--- src/rtl/subtraction.sv ---
// Signed-magnitude difference of two 3-digit packed BCD numbers, registered.
// Output is {sign digit, hundreds, tens, ones}; err flags any non-BCD input nibble.
module subtraction #(
    parameter logic [3:0] POS_CODE = 4'd0
) (
    input  logic        clk,
    input  logic        rst_n,
    input  logic [3:0]  sign,
    input  logic [11:0] num,
    input  logic [11:0] sub,
    output logic [15:0] res,
    output logic        err
);

    logic [9:0]  n_bin;
    logic [9:0]  s_bin;
    logic [9:0]  diff;
    logic [3:0]  top_digit;
    logic [11:0] diff_bcd;
    logic        bad_digit;

    function automatic logic [9:0] bcd2bin(input logic [11:0] bcd);
        logic [9:0] hund;
        logic [9:0] tens;
        logic [9:0] ones;
        hund = {6'd0, bcd[11:8]};
        tens = {6'd0, bcd[7:4]};
        ones = {6'd0, bcd[3:0]};
        return hund * 10'd100 + tens * 10'd10 + ones;
    endfunction

    // Double-dabble: 10 shift steps cover the full 0..999 range.
    function automatic logic [11:0] bin2bcd(input logic [9:0] bin);
        logic [21:0] sr;
        sr = {12'd0, bin};
        for (int i = 0; i < 10; i++) begin
            if (sr[13:10] >= 4'd5) sr[13:10] = sr[13:10] + 4'd3;
            if (sr[17:14] >= 4'd5) sr[17:14] = sr[17:14] + 4'd3;
            if (sr[21:18] >= 4'd5) sr[21:18] = sr[21:18] + 4'd3;
            sr = sr << 1;
        end
        return sr[21:10];
    endfunction

    function automatic logic nibble_bad(input logic [11:0] bcd);
        return (bcd[11:8] > 4'd9) || (bcd[7:4] > 4'd9) || (bcd[3:0] > 4'd9);
    endfunction

    always_comb begin
        n_bin     = bcd2bin(num);
        s_bin     = bcd2bin(sub);
        bad_digit = nibble_bad(num) || nibble_bad(sub);
        // Zero difference takes the non-negative branch.
        if (n_bin >= s_bin) begin
            diff      = n_bin - s_bin;
            top_digit = POS_CODE;
        end else begin
            diff      = s_bin - n_bin;
            top_digit = sign;
        end
        diff_bcd = bin2bcd(diff);
    end

    always_ff @(posedge clk or negedge rst_n) begin
        if (!rst_n) begin
            res <= 16'h0000;
            err <= 1'b0;
        end else if (bad_digit) begin
            res <= 16'h0000;
            err <= 1'b1;
        end else begin
            res <= {top_digit, diff_bcd};
            err <= 1'b0;
        end
    end

endmodule

--- config.mk ---
export PLATFORM = sky130hd
export DESIGN_NAME = subtraction
export DESIGN_NICKNAME = d
export VERILOG_FILES = /design/src/rtl/subtraction.sv
export SDC_FILE = /design/constraint.sdc
export NUM_CORES = 1
export LEC_CHECK = 0
export BUFFER_PORTS_ARGS = -buffer_cell sky130_fd_sc_hd__buf_2
export CAP_MARGIN = 5
export CORE_ASPECT_RATIO = 1.4
export CORE_MARGIN = 2
export CORE_UTILIZATION = 41
export CTS_BUF_LIST = sky130_fd_sc_hd__clkbuf_8
export DETAILED_ROUTE_END_ITERATION = 12
export PLACE_DENSITY = 0.61
export REMOVE_ABC_BUFFERS = 1
export SETUP_SLACK_MARGIN = 0.3
export SYNTH_ARGS = -nofsm -noshare
export SYNTH_HDL_FRONTEND = slang
export SYNTH_SLANG_ARGS = --single-unit
export TNS_END_PERCENT = 50
--- constraint.sdc ---
create_clock -name clk -period 0.8 [get_ports clk]
set_input_delay 0.12 -clock clk [delete_from_list [all_inputs] [get_ports clk]]
set_output_delay 0.12 -clock clk [all_outputs]
set_load 0.1 [all_outputs]
---- After elaboration in Yosys (flattened, before gate mapping) ----
Cells that the tools add are included.
operators by class
  add/subtract/negate cells ............... 30
  multipliers ............................. 4
  $lt $le $gt $ge ......................... 31
  multiplexer cells ....................... 28
  reduce and logical (&&, ||, !) cells .... 5
operators with widths
  cell                                                  number
  >= comparator 4 x 3 -> 1 bit, second input constant   21
  two-way mux 4 bit                                     16
  adder 4 x 2 -> 4 bit, second input constant           15
  two-way mux 3 bit                                     9
  greater-than comparator 4 bit, second input constant  6
  adder 10 x 4 -> 10 bit                                2
  adder 10 x 8 -> 10 bit                                2
  subtractor 10 bit                                     2
  adder 3 x 2 -> 3 bit, second input constant           6
  multiplier 4 x 5 -> 8 bit, second input constant      2
  two-way mux 16 bit                                    1
  multiplier 4 x 3 -> 7 bit, second input constant      2
  >= comparator 10 bit                                  1
  two-way mux 10 bit                                    1
  adder 1 x 2 -> 3 bit, both inputs constant            2
  >= comparator 1 x 3 -> 1 bit, both inputs constant    2
  logical OR 1 bit                                      5
  adder 1 x 2 -> 3 bit, second input constant           1
  >= comparator 1 x 3 -> 1 bit, second input constant   1
  two-way mux 1 bit                                     1
storage, ports and cells
  flip-flop bits (word level) ............. 17
  input port bits ......................... 30

---- Depth between registers and ports, before layout ----
  depth after elaboration ................. 24
  mapped depth ............................ 62

---- Worst setup path before layout ----
OpenSTA, ideal clock, no wires.
  path kind ............................... input to register
  from .................................... input sub[5]
  to ...................................... register res[2]
  setup time .............................. 72 ps
  arrival ................................. 10,390 ps
  data required time ...................... 728 ps
  setup slack ............................. -9,662 ps
  stages .................................. 60
  buffers on the path ..................... 3
  path through ............................ ha_1 -> ha_1 -> fa_1 -> ha_1 -> ha_1 -> inv_1 -> o21bai_1 -> a21oi_1 -> o21bai_1 -> xor2_1 -> ha_1 -> inv_1 -> or3_4 -> a31o_1 -> buf_6 -> nor3_2 -> nor3_1 -> or2_2 -> (+24 left out) -> xnor2_1 -> inv_1 -> ha_1 -> nand2b_1 -> nand3_1 -> mux2i_1 -> nor2_1 -> xnor2_2 -> ha_1 -> nand2b_1 -> o31a_1 -> a21boi_2 -> xnor2_1 -> ha_1 -> nor2b_1 -> o21ai_2 -> mux2_1 -> nor2_1
between the ends
  longest elaborated chain between the ends .. 24
  elaborated cells between the ends (all ways) .. 39
RTL lines
  item                                                                  RTL line  RTL
  from (decl)                                                           10        input logic [11:0] sub,
  multiplier 4 x 3 -> 7 bit                                             29        return hund * 10'd100 + tens * 10'd10 + ones;
  adder 10 x 8 -> 10 bit                                                29
  adder 10 x 4 -> 10 bit                                                29
  subtractor 10 bit, or another cell as far along                       58        diff = s_bin - n_bin;
  two-way mux 10 bit                                                    54        if (n_bin >= s_bin) begin
  >= comparator 1 x 3 -> 1 bit or adder 1 x 2 -> 3 bit (tied branches)  37        if (sr[13:10] >= 4'd5) sr[13:10] = sr[13:10] + 4'd3;
  two-way mux 3 bit                                                     37
  adder 4 x 2 -> 4 bit or >= comparator 4 x 3 -> 1 bit (tied branches)  37
  (+8 left out)                                                         -
  two-way mux 4 bit                                                     37
  >= comparator 4 x 3 -> 1 bit or adder 4 x 2 -> 4 bit (tied branches)  37
  two-way mux 4 bit                                                     37
  >= comparator 4 x 3 -> 1 bit or adder 4 x 2 -> 4 bit (tied branches)  37
  two-way mux 4 bit                                                     37
  adder 4 x 2 -> 4 bit or >= comparator 4 x 3 -> 1 bit (tied branches)  37
  two-way mux 4 bit                                                     37
  two-way mux 16 bit (*)                                                68        end else if (bad_digit) begin
  to (signal assigned)                                                  72        res <= {top_digit, diff_bcd};
  to (decl)                                                             11        output logic [15:0] res,
Every way passes the cells marked *; elsewhere a longest branch is shown, timed or not.

---- Worst setup path after layout ----
  from .................................... input sub[7]
  to ...................................... register res[2]
Same word-level chain as after synthesis.

==> run summary <==
## Status
* finished, violations left — outcome
* hold timing, setup timing — violations in the final reports

## Worst setup path
* sky130_fd_sc_hd__ha_4 — Most Frequent Cell on Critical Path
* 6 — largest fanout on the critical path
* 59 — total number of cells along the worst setup path
* sky130_fd_sc_hd__fa_1 — CP max-delay cell
* 0.98 ns — data required time at the worst endpoint
* 9 — number of buffers and inverters on the critical path
* adder cells — delay-heaviest family, CP
* primary input — Critical Path Source Type
* 0.58 ns — delay of the slowest cell on the worst path
* primary input to register — CP Class
* 9.69 ns — Worst Path Arrival
* register — category of the worst setup path capture point

## Place
* 46 — buffers added on ports
* 0.9125 — GPL Wtd Cong
* 11800 microns — HPWL after detailed placement
* 6860 sq um — placed inst area

## Logic synthesis
* 0 — count of warnings emitted by yosys
* 100.0% — share of synthesized flip-flops with an asynchronous set or reset
* 17 — number of storage elements in the synthesis netlist
* 83 — Synth cell types
* 4702 sq um — Syn Std Cell Area
* sky130_fd_sc_hd__dfrtp_1 — Post-synth top flop
* 0 — number of enable-type register cells in the synthesized netlist
* 25.01% — area share of the largest cell type after synthesis
* 577 — count of mapped cells out of synthesis
* 9.047% — register area share after synthesis
* sky130_fd_sc_hd__ha_1 — area leader, netlist
* sky130_fd_sc_hd__ha_1 25%, sky130_fd_sc_hd__dfrtp_1 9.0%, sky130_fd_sc_hd__inv_1 5.7% — top cells by area, synth
* 8.149 sq um — average instance area after synthesis

## GRT
* 24.23% — GRT Util Overall
* 24180 microns — global-route wire length before repair
* 18 — pin count of the biggest net entering global routing
* 0 — final global-route overflow total
* 5625 — number of global-route vias before repair
* 0 — number of antenna violations at the first check in global routing

## Clock network
* 1 — H-tree levels
* 0.07 ns — clock transition time at the flip-flop clock pins of the worst setup and hold paths
* 3 — cts bufs inserted
* sky130_fd_sc_hd__clkbuf_8 — clock tree root driver cell
* 17 — clock sink count
* 2 — maximum clock path buffer count
* yes — clock tree from TritonCTS

## STA
* -107.15 ns — Final TNS setup
* 0.5509 ns — transition time at the pin with the least slew margin
* -0.2310 ns — final worst hold slack
* 105.2 MHz — timing-limited maximum frequency
* 9.508 ns — final critical path time including I/O delays and setup
* 0 — Slew Limit Fails
* 17 — Fin. Hold Viols
* 1189% — part of the cycle the worst path needs
* -8.708 ns — post-route worst setup slack
* 62.96% — Slew HR
* 34 — final setup fails
* yes — setup repair after global routing missed its margin

## Floorplanning
* 41.68% — initial standard-cell utilization of the core
* 46 — number of core rows
* 12350 sq um — DIE AREA
* 130.7 microns — floorplan die height
* 94.51 microns — Die Width
* 47 — number of I/O pins
* 11280 sq um — Core Footprint

## Cells and area
* 0 — diodes inserted
* 7895 sq um — final design instance area without fill
* 67.91% — area growth from synthesis to layout
* 50.47% — share of post-route cells with drive strength above 1
* 69.99% — final cell utilization of the core
* 4517 sq um — combined area of the multi-input logic cells
* 425.4 sq um — area occupied by registers
* 995 — fin nets
* 879 — number of filler instances in the final layout

## Detailed routing
* 0 — DRC violation count after routing
* 5.357 — number of vias per cell after detailed routing
* 5368 — total number of vias
* 15230 microns — total wirelength of the detailed-routed design
* 0 — Final ANT Viol Nets
* 15.20 microns — per-cell routed wire length
* 158 — first-iteration detailed-routing DRC count
* 6 — number of detailed-routing iterations run before antenna repair

## Hold path
* primary input to asynchronous set/reset pin — Hold Path Class

## Job
* 0 — maxcap violations

-- stage by stage --
stage | std cells | setup WS [ns] | hold slack [ns]
after detailed placement | 964 | -9.611 | 0.05471
after global placement | 964 | -9.184 | 0.04481
after floorplan | 561 | -9.638 | -0.1756
final | 1002 | -8.708 | -0.2310
after global routing | 1002 | -9.125 | -0.2100
after CTS | 991 | -8.385 | -0.2139
-- per-layer routing --
layer / vias to the layer above / global-route usage [%] / wire length [microns]
met1: 2559 / 21.04 / 5226
li1: 2631 / - / -
met2: 120 / 53.32 / 8880
met5: - / 0 / 0
met4: 0 / 11.34 / 823
met3: 58 / 1.720 / 302
-- synth_stat cells, types with 3 or more instances --
master and n:
sky130_fd_sc_hd__a31oi_1 8, sky130_fd_sc_hd__buf_2 4, sky130_fd_sc_hd__o21ai_2 3, sky130_fd_sc_hd__and2_1 10
sky130_fd_sc_hd__xnor2_1 20, sky130_fd_sc_hd__and3_1 10, sky130_fd_sc_hd__buf_6 5, sky130_fd_sc_hd__nand2_1 21
sky130_fd_sc_hd__o211a_1 3, sky130_fd_sc_hd__nand4_1 12, sky130_fd_sc_hd__o21bai_1 11, sky130_fd_sc_hd__o31a_1 3
sky130_fd_sc_hd__nor3_1 8, sky130_fd_sc_hd__o22ai_1 3, sky130_fd_sc_hd__clkbuf_1 6, sky130_fd_sc_hd__o21a_1 4
sky130_fd_sc_hd__o31ai_1 3, sky130_fd_sc_hd__fa_1 12, sky130_fd_sc_hd__mux2_4 3, sky130_fd_sc_hd__nand3_1 15
sky130_fd_sc_hd__or2_2 6, sky130_fd_sc_hd__a211o_1 3, sky130_fd_sc_hd__inv_1 71, sky130_fd_sc_hd__a21o_1 15
sky130_fd_sc_hd__xor2_1 10, sky130_fd_sc_hd__nand2b_1 7, sky130_fd_sc_hd__a211oi_1 5, sky130_fd_sc_hd__o211ai_1 6
sky130_fd_sc_hd__dfrtp_1 17, sky130_fd_sc_hd__mux2i_1 10, sky130_fd_sc_hd__nor2b_1 10, sky130_fd_sc_hd__ha_1 94
sky130_fd_sc_hd__o21ai_0 18, sky130_fd_sc_hd__nor2_1 35, sky130_fd_sc_hd__a21oi_1 46
-- kinds of logic after synthesis --
family,Yosys count,synth area share (%)
compound gates,158,23.47
simple gates,158,18.79
fa+ha+maj,107,30.34
buf+inv,89,8.090
xor+xnor,31,5.934
mux,17,4.337
flops,17,9.047
-- cells in the final DEF (no fill, tap or decap), types with 11 or more instances in the layout --
cell type and instances:
sky130_fd_sc_hd__a21oi_1 35, sky130_fd_sc_hd__o21ai_0 14, sky130_fd_sc_hd__dfrtp_1 17, sky130_fd_sc_hd__nand2_1 18, sky130_fd_sc_hd__buf_6 14, sky130_fd_sc_hd__xnor2_1 15
sky130_fd_sc_hd__inv_1 60, sky130_fd_sc_hd__nand3_1 12, sky130_fd_sc_hd__ha_4 21, sky130_fd_sc_hd__nand4_1 12, sky130_fd_sc_hd__buf_12 18, sky130_fd_sc_hd__fa_1 12
sky130_fd_sc_hd__ha_1 63, sky130_fd_sc_hd__buf_2 24, sky130_fd_sc_hd__buf_4 235, sky130_fd_sc_hd__nor2_1 26, sky130_fd_sc_hd__a21oi_2 11, sky130_fd_sc_hd__a21o_1 15
-- layout make-up --
| type | instances | area share (%) |
|---|---|---|
| Multi-Input combinational cell | 471 | 57.21 |
| Timing Repair Buffer | 293 | 30.97 |
| Sequential cell | 17 | 5.388 |
| Inverter | 73 | 3.566 |
| Tap cell | 144 | 2.282 |
| Clock buffer | 3 | 0.5230 |
| Clock inverter | 1 | 0.06339 |
-- flip-flops by register name (all words and copies together) (netlist names) --
| name | count |
|---|---|
| err | 1 |
| res | 16 |
-- timing repair --
| action | in CTS | in global routing |
|---|---|---|
| pin swaps | 62 | 36 |
| buffers inserted | 22 | 11 |
| gates resized for setup | 125 | 24 |
| endpoints found under the hold margin | 17 | 17 |
| setup endpoints to repair | 34 | 34 |
| cloned | 1 | 0 |
-- final timing paths --
kind / to / start / slack (ns)
min in group clk: res[15] / sign[3] / 0.07
max in group asynchronous: res[12] / rst_n / 0.76
hold / removal: res[14] / rst_n / -0.23
setup / recovery: res[2] / sub[7] / -8.71
Power is not shown: default switching activity piles up to over one toggle a cycle in this logic, so the estimate is an artifact.
